--- src/rtl/noc_pkg.sv ---
// Shared mesh-router definitions: widths, port ids, flit layout and the XY route function.
package noc_pkg;

    localparam int PORT_N  = 5;
    localparam int PORT_W  = 3;
    localparam int FLIT_W  = 16;
    localparam int COORD_W = 4;
    localparam int PLD_W   = FLIT_W - 2 - 2 * COORD_W;

    localparam logic [PORT_W-1:0] LOCAL = 3'd0;
    localparam logic [PORT_W-1:0] NORTH = 3'd1;
    localparam logic [PORT_W-1:0] EAST  = 3'd2;
    localparam logic [PORT_W-1:0] SOUTH = 3'd3;
    localparam logic [PORT_W-1:0] WEST  = 3'd4;

    localparam logic [1:0] FT_BODY   = 2'b00;
    localparam logic [1:0] FT_HEAD   = 2'b01;
    localparam logic [1:0] FT_TAIL   = 2'b10;
    localparam logic [1:0] FT_SINGLE = 2'b11;

    typedef struct packed {
        logic [1:0]         ftype;
        logic [PLD_W-1:0]   payload;
        logic [COORD_W-1:0] dy;
        logic [COORD_W-1:0] dx;
    } flit_t;

    // Bit 0 of the type marks a packet start, bit 1 a packet end.
    function automatic logic is_head(input logic [1:0] ftype);
        return ftype[0];
    endfunction

    function automatic logic is_tail(input logic [1:0] ftype);
        return ftype[1];
    endfunction

    function automatic logic [PORT_W-1:0] xy_route(
        input logic [COORD_W-1:0] dx,
        input logic [COORD_W-1:0] dy,
        input logic [COORD_W-1:0] my_x,
        input logic [COORD_W-1:0] my_y
    );
        logic [PORT_W-1:0] port;
        port = LOCAL;
        if (dx > my_x)      port = EAST;
        else if (dx < my_x) port = WEST;
        else if (dy > my_y) port = NORTH;
        else if (dy < my_y) port = SOUTH;
        return port;
    endfunction

endpackage

--- src/rtl/flit_fifo.sv ---
// Power-of-two flit FIFO with a registered front; push into a full FIFO is ignored.
module flit_fifo #(
    parameter int DEPTH  = 4,
    parameter int FLIT_W = 16
) (
    input  logic              clk_i,
    input  logic              rst_ni,
    input  logic              push_i,
    input  logic [FLIT_W-1:0] din_i,
    input  logic              pop_i,
    output logic [FLIT_W-1:0] front_o,
    output logic              full_o,
    output logic              empty_o
);

    localparam int AW = $clog2(DEPTH);
    localparam logic [AW:0]   FULL_CNT = (AW + 1)'(DEPTH);
    localparam logic [AW:0]   CNT_ONE  = (AW + 1)'(1);
    localparam logic [AW-1:0] PTR_ONE  = AW'(1);

    logic [FLIT_W-1:0] mem [DEPTH];
    logic [AW-1:0]     wr_ptr;
    logic [AW-1:0]     rd_ptr;
    logic [AW:0]       count;
    logic              do_push;
    logic              do_pop;

    assign full_o  = (count == FULL_CNT);
    assign empty_o = (count == '0);
    assign do_push = push_i & ~full_o;
    assign do_pop  = pop_i & ~empty_o;
    assign front_o = mem[rd_ptr];

    always_ff @(posedge clk_i) begin
        if (!rst_ni) begin
            wr_ptr <= '0;
            rd_ptr <= '0;
            count  <= '0;
        end else begin
            if (do_push) wr_ptr <= wr_ptr + PTR_ONE;
            if (do_pop)  rd_ptr <= rd_ptr + PTR_ONE;
            case ({do_push, do_pop})
                2'b10:   count <= count + CNT_ONE;
                2'b01:   count <= count - CNT_ONE;
                default: count <= count;
            endcase
        end
    end

    // Storage is data only; reset clears the pointers, not the contents.
    always_ff @(posedge clk_i) begin
        if (do_push) mem[wr_ptr] <= din_i;
    end

endmodule

--- src/rtl/inport_ctrl.sv ---
// Mesh router input port: buffers flits, routes head flits XY, and forwards granted packets wormhole-style.
module inport_ctrl
    import noc_pkg::*;
#(
    parameter int                 PORTID = 0,
    parameter int                 DEPTH  = 4,
    parameter logic [COORD_W-1:0] MY_X   = '0,
    parameter logic [COORD_W-1:0] MY_Y   = '0
) (
    input  logic              clk_i,
    input  logic              rst_ni,
    input  logic [FLIT_W-1:0] flit_i,
    input  logic              valid_i,
    output logic              ready_o,
    output logic [PORT_W-1:0] port_o,
    output logic              req_o,
    input  logic              grt_i,
    output logic [FLIT_W-1:0] flit_o,
    output logic              valid_o,
    input  logic              ready_i,
    output logic              drop_o
);

    if (PORTID < 0 || PORTID >= PORT_N || DEPTH < 2 || (DEPTH & (DEPTH - 1)) != 0) begin : g_bad_param
        $error("inport_ctrl: illegal PORTID or DEPTH");
    end

    localparam logic [0:0] IDLE   = 1'b0;
    localparam logic [0:0] ACTIVE = 1'b1;

    logic [0:0]        state_q;
    logic [PORT_W-1:0] port_q;
    logic [FLIT_W-1:0] front;
    flit_t             front_f;
    logic              full;
    logic              empty;
    logic              push;
    logic              pop;

    assign push    = valid_i & ~full;
    assign ready_o = ~full;
    assign front_f = front;
    assign flit_o  = front_f;
    assign req_o   = (state_q == ACTIVE);
    assign port_o  = port_q;

    flit_fifo #(
        .DEPTH  (DEPTH),
        .FLIT_W (FLIT_W)
    ) u_fifo (
        .clk_i   (clk_i),
        .rst_ni  (rst_ni),
        .push_i  (push),
        .din_i   (flit_i),
        .pop_i   (pop),
        .front_o (front),
        .full_o  (full),
        .empty_o (empty)
    );

    // Stray body/tail flits at the front while idle are discarded one per cycle.
    always_comb begin
        pop     = 1'b0;
        drop_o  = 1'b0;
        valid_o = 1'b0;
        if (state_q == ACTIVE) begin
            valid_o = grt_i & ~empty;
            pop     = valid_o & ready_i;
        end else if (!empty && !is_head(front_f.ftype)) begin
            pop    = 1'b1;
            drop_o = 1'b1;
        end
    end

    always_ff @(posedge clk_i) begin
        if (!rst_ni) begin
            state_q <= IDLE;
            port_q  <= '0;
        end else begin
            case (state_q)
                IDLE: begin
                    if (!empty && is_head(front_f.ftype)) begin
                        port_q  <= xy_route(front_f.dx, front_f.dy, MY_X, MY_Y);
                        state_q <= ACTIVE;
                    end
                end
                ACTIVE: begin
                    if (pop && is_tail(front_f.ftype)) state_q <= IDLE;
                end
                default: state_q <= IDLE;
            endcase
        end
    end

endmodule

--- config.mk ---
export PLATFORM = sky130hd
export DESIGN_NAME = inport_ctrl
export DESIGN_NICKNAME = d
export VERILOG_FILES = /design/src/rtl/noc_pkg.sv /design/src/rtl/flit_fifo.sv /design/src/rtl/inport_ctrl.sv
export SDC_FILE = /design/constraint.sdc
export NUM_CORES = 1
export LEC_CHECK = 0
export ABC_AREA = 1
export CAP_MARGIN = 30
export CELL_PAD_IN_SITES_DETAIL_PLACEMENT = 0
export CELL_PAD_IN_SITES_GLOBAL_PLACEMENT = 1
export CORE_MARGIN = 5
export CORE_UTILIZATION = 38
export CTS_CLUSTER_DIAMETER = 200
export DETAILED_ROUTE_END_ITERATION = 8
export PLACE_DENSITY = 0.79
export REMOVE_ABC_BUFFERS = 1
export SETUP_SLACK_MARGIN = 0.5
export SLEW_MARGIN = 40
export SYNTH_ARGS = -nofsm -noshare
export SYNTH_HDL_FRONTEND = slang
export SYNTH_SLANG_ARGS = --single-unit
--- constraint.sdc ---
create_clock -name clk_i -period 2.05 [get_ports clk_i]
set_input_delay 0.41 -clock clk_i [delete_from_list [all_inputs] [get_ports clk_i]]
set_output_delay 0.41 -clock clk_i [all_outputs]
set_load 0.05 [all_outputs]
==> results.yml <==
floorplanning:
  initial_core_util: 0.394
  core_area_um2: 7810
  die_h_um: 99.9
  dieWidth_um: 99.9
  std_cell_rows: 32
  ios: 44
  dieArea_um2: 9990
place:
  place_inst: 424
  detailedPlace.worstSlack_ns: -0.232
  hpwl_um: 4200
  gp_congestion: 0.704
  port_buffers: 42
timing:
  fin_skew_ns: 0.00879
  setup_viol: 0
  fin_ws_ns: 0.119
  fmax_mhz: 518
  drv_slew: 0
  fin_crit_sh: 0.942
  timing.final.crit_period_ns: 1.93
  hold_viol_final: 0
  grt_setup_unrepaired: "yes"
routing:
  wirelength_um: 6410
  wl_per_cell_um: 14.2
  drc: 0
  vias_per_cell: 4.68
  drt-pass1-iter-count: 4
  num_vias: 2107
  drt_iter0_drc: 127
  ant_nets: 0
synthesis:
  synth.most_common_cell: "edfxtp_1"
  syn_area_per_cell_um2: 11.3
  synth_top_family_by_area: "simple AND/OR/NAND/NOR gates"
  syn_inst: 272
  yosysTopAreaCellShare: 0.625
  yosysWarnings: 0
  synth_fa_ha_area_frac: 0.0269
  synth_seq_cells: 76
  syn_area_um2: 3070
  synth-xor-area-share: 0.00285
  synthArstFlopShare: 0
  netlist_top_cells_count: "edfxtp_1, nand2_1, nor2_1"
  synth_ff_type: "edfxtp_1"
  ys_types: 23
  ys_seq_area_frac: 0.704
  ys_top_cells_by_area: "edfxtp_1, dfxtp_1, nand2_1, nor2_1, nand3_1"
  synth_edf_count: 64
  synth_area_leader_cell: "edfxtp_1"
  synth_compound_area_frac: 0.0627
  yosys.area_share.simple: 0.149
  synthMuxAreaShare: 0
run:
  maxCapViolations: 0
clock_tree:
  cts_inserted_buffers: 9
  cts_tree: "built"
  cts_root_buf: "clkbuf_8"
  insertion_delay_ns: 0.34
  htreeDepth: 3
  cts_max_path_buffers: 2
  path_clk_slew_ns: 0.08
  cts_hold_buf: 0
  clock_sinks: 76
power:
  powerDensity_nw_per_um2: 1400
  vdd_drop_max_mv: 0.559
  p_leak_nw: 1.64
  p_total_w: 0.00587
grt:
  antenna_found_initial: 0
  grt_usage: 0.134
  overflow: 0
  grt_pass1_vias: 2064
  grt_max_degree: 21
  grt_pass1_wl_um: 10300
finish:
  syn_to_final_growth_pct: 36.2
  fin_cells: 450
  final_nets: 370
  diodes: 0
  drive_above_1_share: 0.267
worst_hold_path:
  min_path_type: "register to register"
setup_path:
  cp_data_arrival_time_ns: 1.52
  cp.required_ns: 1.64
  cp-end-kind: "output pin"
  reg2reg_setup_slack_ns: 0.15
  critPathLaunchType: "register"
  worstPathMaxFanout: 5
  critPathKind: "register to output pin"
run_status:
  outcome: "completed"
-- cell families (layout without fill, tap and decap cells) --
family,count (synthesis),count (layout)
and+or+nand+nor,114,114
AOI/OAI and AO/OA,37,37
other,1,1
adders and majority gates,6,6
buffers and inverters,37,113
xor gates and xnor gates,1,1
DFF,76,76
-- per-stage QoR --
stage	setup TNS, ns	hold WS, ns	utilization	cell area (µm²)
final	0	0.518	0.536	4190
after global routing	0	0.542	0.536	4190
after detailed placement	-0.311	0.506	0.473	3690
after global placement	-0.255	0.495	0.473	3690
after floorplan	-9.29	0.478	-	3010
after CTS	0	0.523	0.519	4050
-- per-layer routing --
| metal | vias up | track usage | part of all wire |
|---|---|---|---|
| met5 | - | 0 | 0 |
| met4 | 0 | 0.0504 | 0.017 |
| met3 | 11 | 0.0181 | 0.034 |
| met2 | 46 | 0.221 | 0.49 |
| li1 | 1065 | - | - |
| met1 | 985 | 0.180 | 0.46 |
-- area by class of cell --
cell class | instances | area, µm²
sequential | 76 | 2170
clock buffer | 9 | 124
timing repair buffer | 69 | 744
tap | 102 | 128
inverter | 28 | 115
clock inverter | 7 | 73.8
multi-input combinational | 159 | 831
fill | 689 | 3620
-- power breakdown --
group | total, W | internal, W | switching [W]
clock network | 0.00113 | 0.000569 | 0.000564
logic | 0.00272 | 0.00104 | 0.00169
registers | 0.00202 | 0.00191 | 0.000110
-- worst max-delay path: stages, from the launching register on --
cell     delay (ns)
dfxtp_4        0.41
inv_6          0.06
nand2_2        0.06
nand3_2        0.07
nand2_2        0.11
nand2_4        0.06
buf_4          0.13
buf_6          0.11
inv_4          0.04
buf_12         0.12
-- final timing paths --
path | end | start | depth (start not counted)
worst max-delay path | drop_o | register | 9
worst min-delay path | port_o[0]$_SDFFE_PN0P_ | port_o[0]$_SDFFE_PN0P_ | 4
worst max register to register | u_fifo.count[2]$_SDFFE_PN0P_ | register | 13
worst min register to register | port_o[0]$_SDFFE_PN0P_ | port_o[0]$_SDFFE_PN0P_ | 4
-- cells in the final DEF, fill, tap and decap left out, types with 2 or more instances in the layout --
master / Yosys / layout
ha_1: 5 / 4
nand2_1: 63 / 58
o21ai_2: 0 / 3
inv_2: 3 / 3
a21oi_2: 0 / 2
buf_12: 0 / 7
dfxtp_1: 12 / 8
o22ai_1: 6 / 6
inv_4: 0 / 2
nor2_1: 28 / 25
edfxtp_1: 64 / 64
nor2_4: 0 / 2
inv_1: 22 / 19
buf_6: 2 / 15
dfxtp_2: 0 / 3
nand3_2: 0 / 2
o21ai_1: 3 / 5
o21ai_0: 18 / 13
inv_6: 0 / 3
clkdlybuf4s15_2: 0 / 2
clkinv_1: 3 / 3
a21oi_1: 10 / 8
clkdlybuf4s50_1: 0 / 19
buf_4: 1 / 22
nand2_4: 0 / 2
clkbuf_8: 0 / 9
clkinv_2: 0 / 2
nand3_1: 20 / 18
nand2_2: 1 / 4
-- registers in the layout, summed over array words and instances (netlist names), named ones only --
register,count
u_fifo.mem,64
u_fifo.count,3
u_fifo.wr_ptr,2
u_fifo.rd_ptr,2
port_o,2
req_o,1
-- what timing repair did --
item                       in CTS  in global routing
resized for setup              52                 26
pin swaps                       5                 11
setup endpoints to repair      40                 37
setup buffers                   3                  5
cloned                          1                  1
Note: power is estimated with default switching activity, not from simulation.
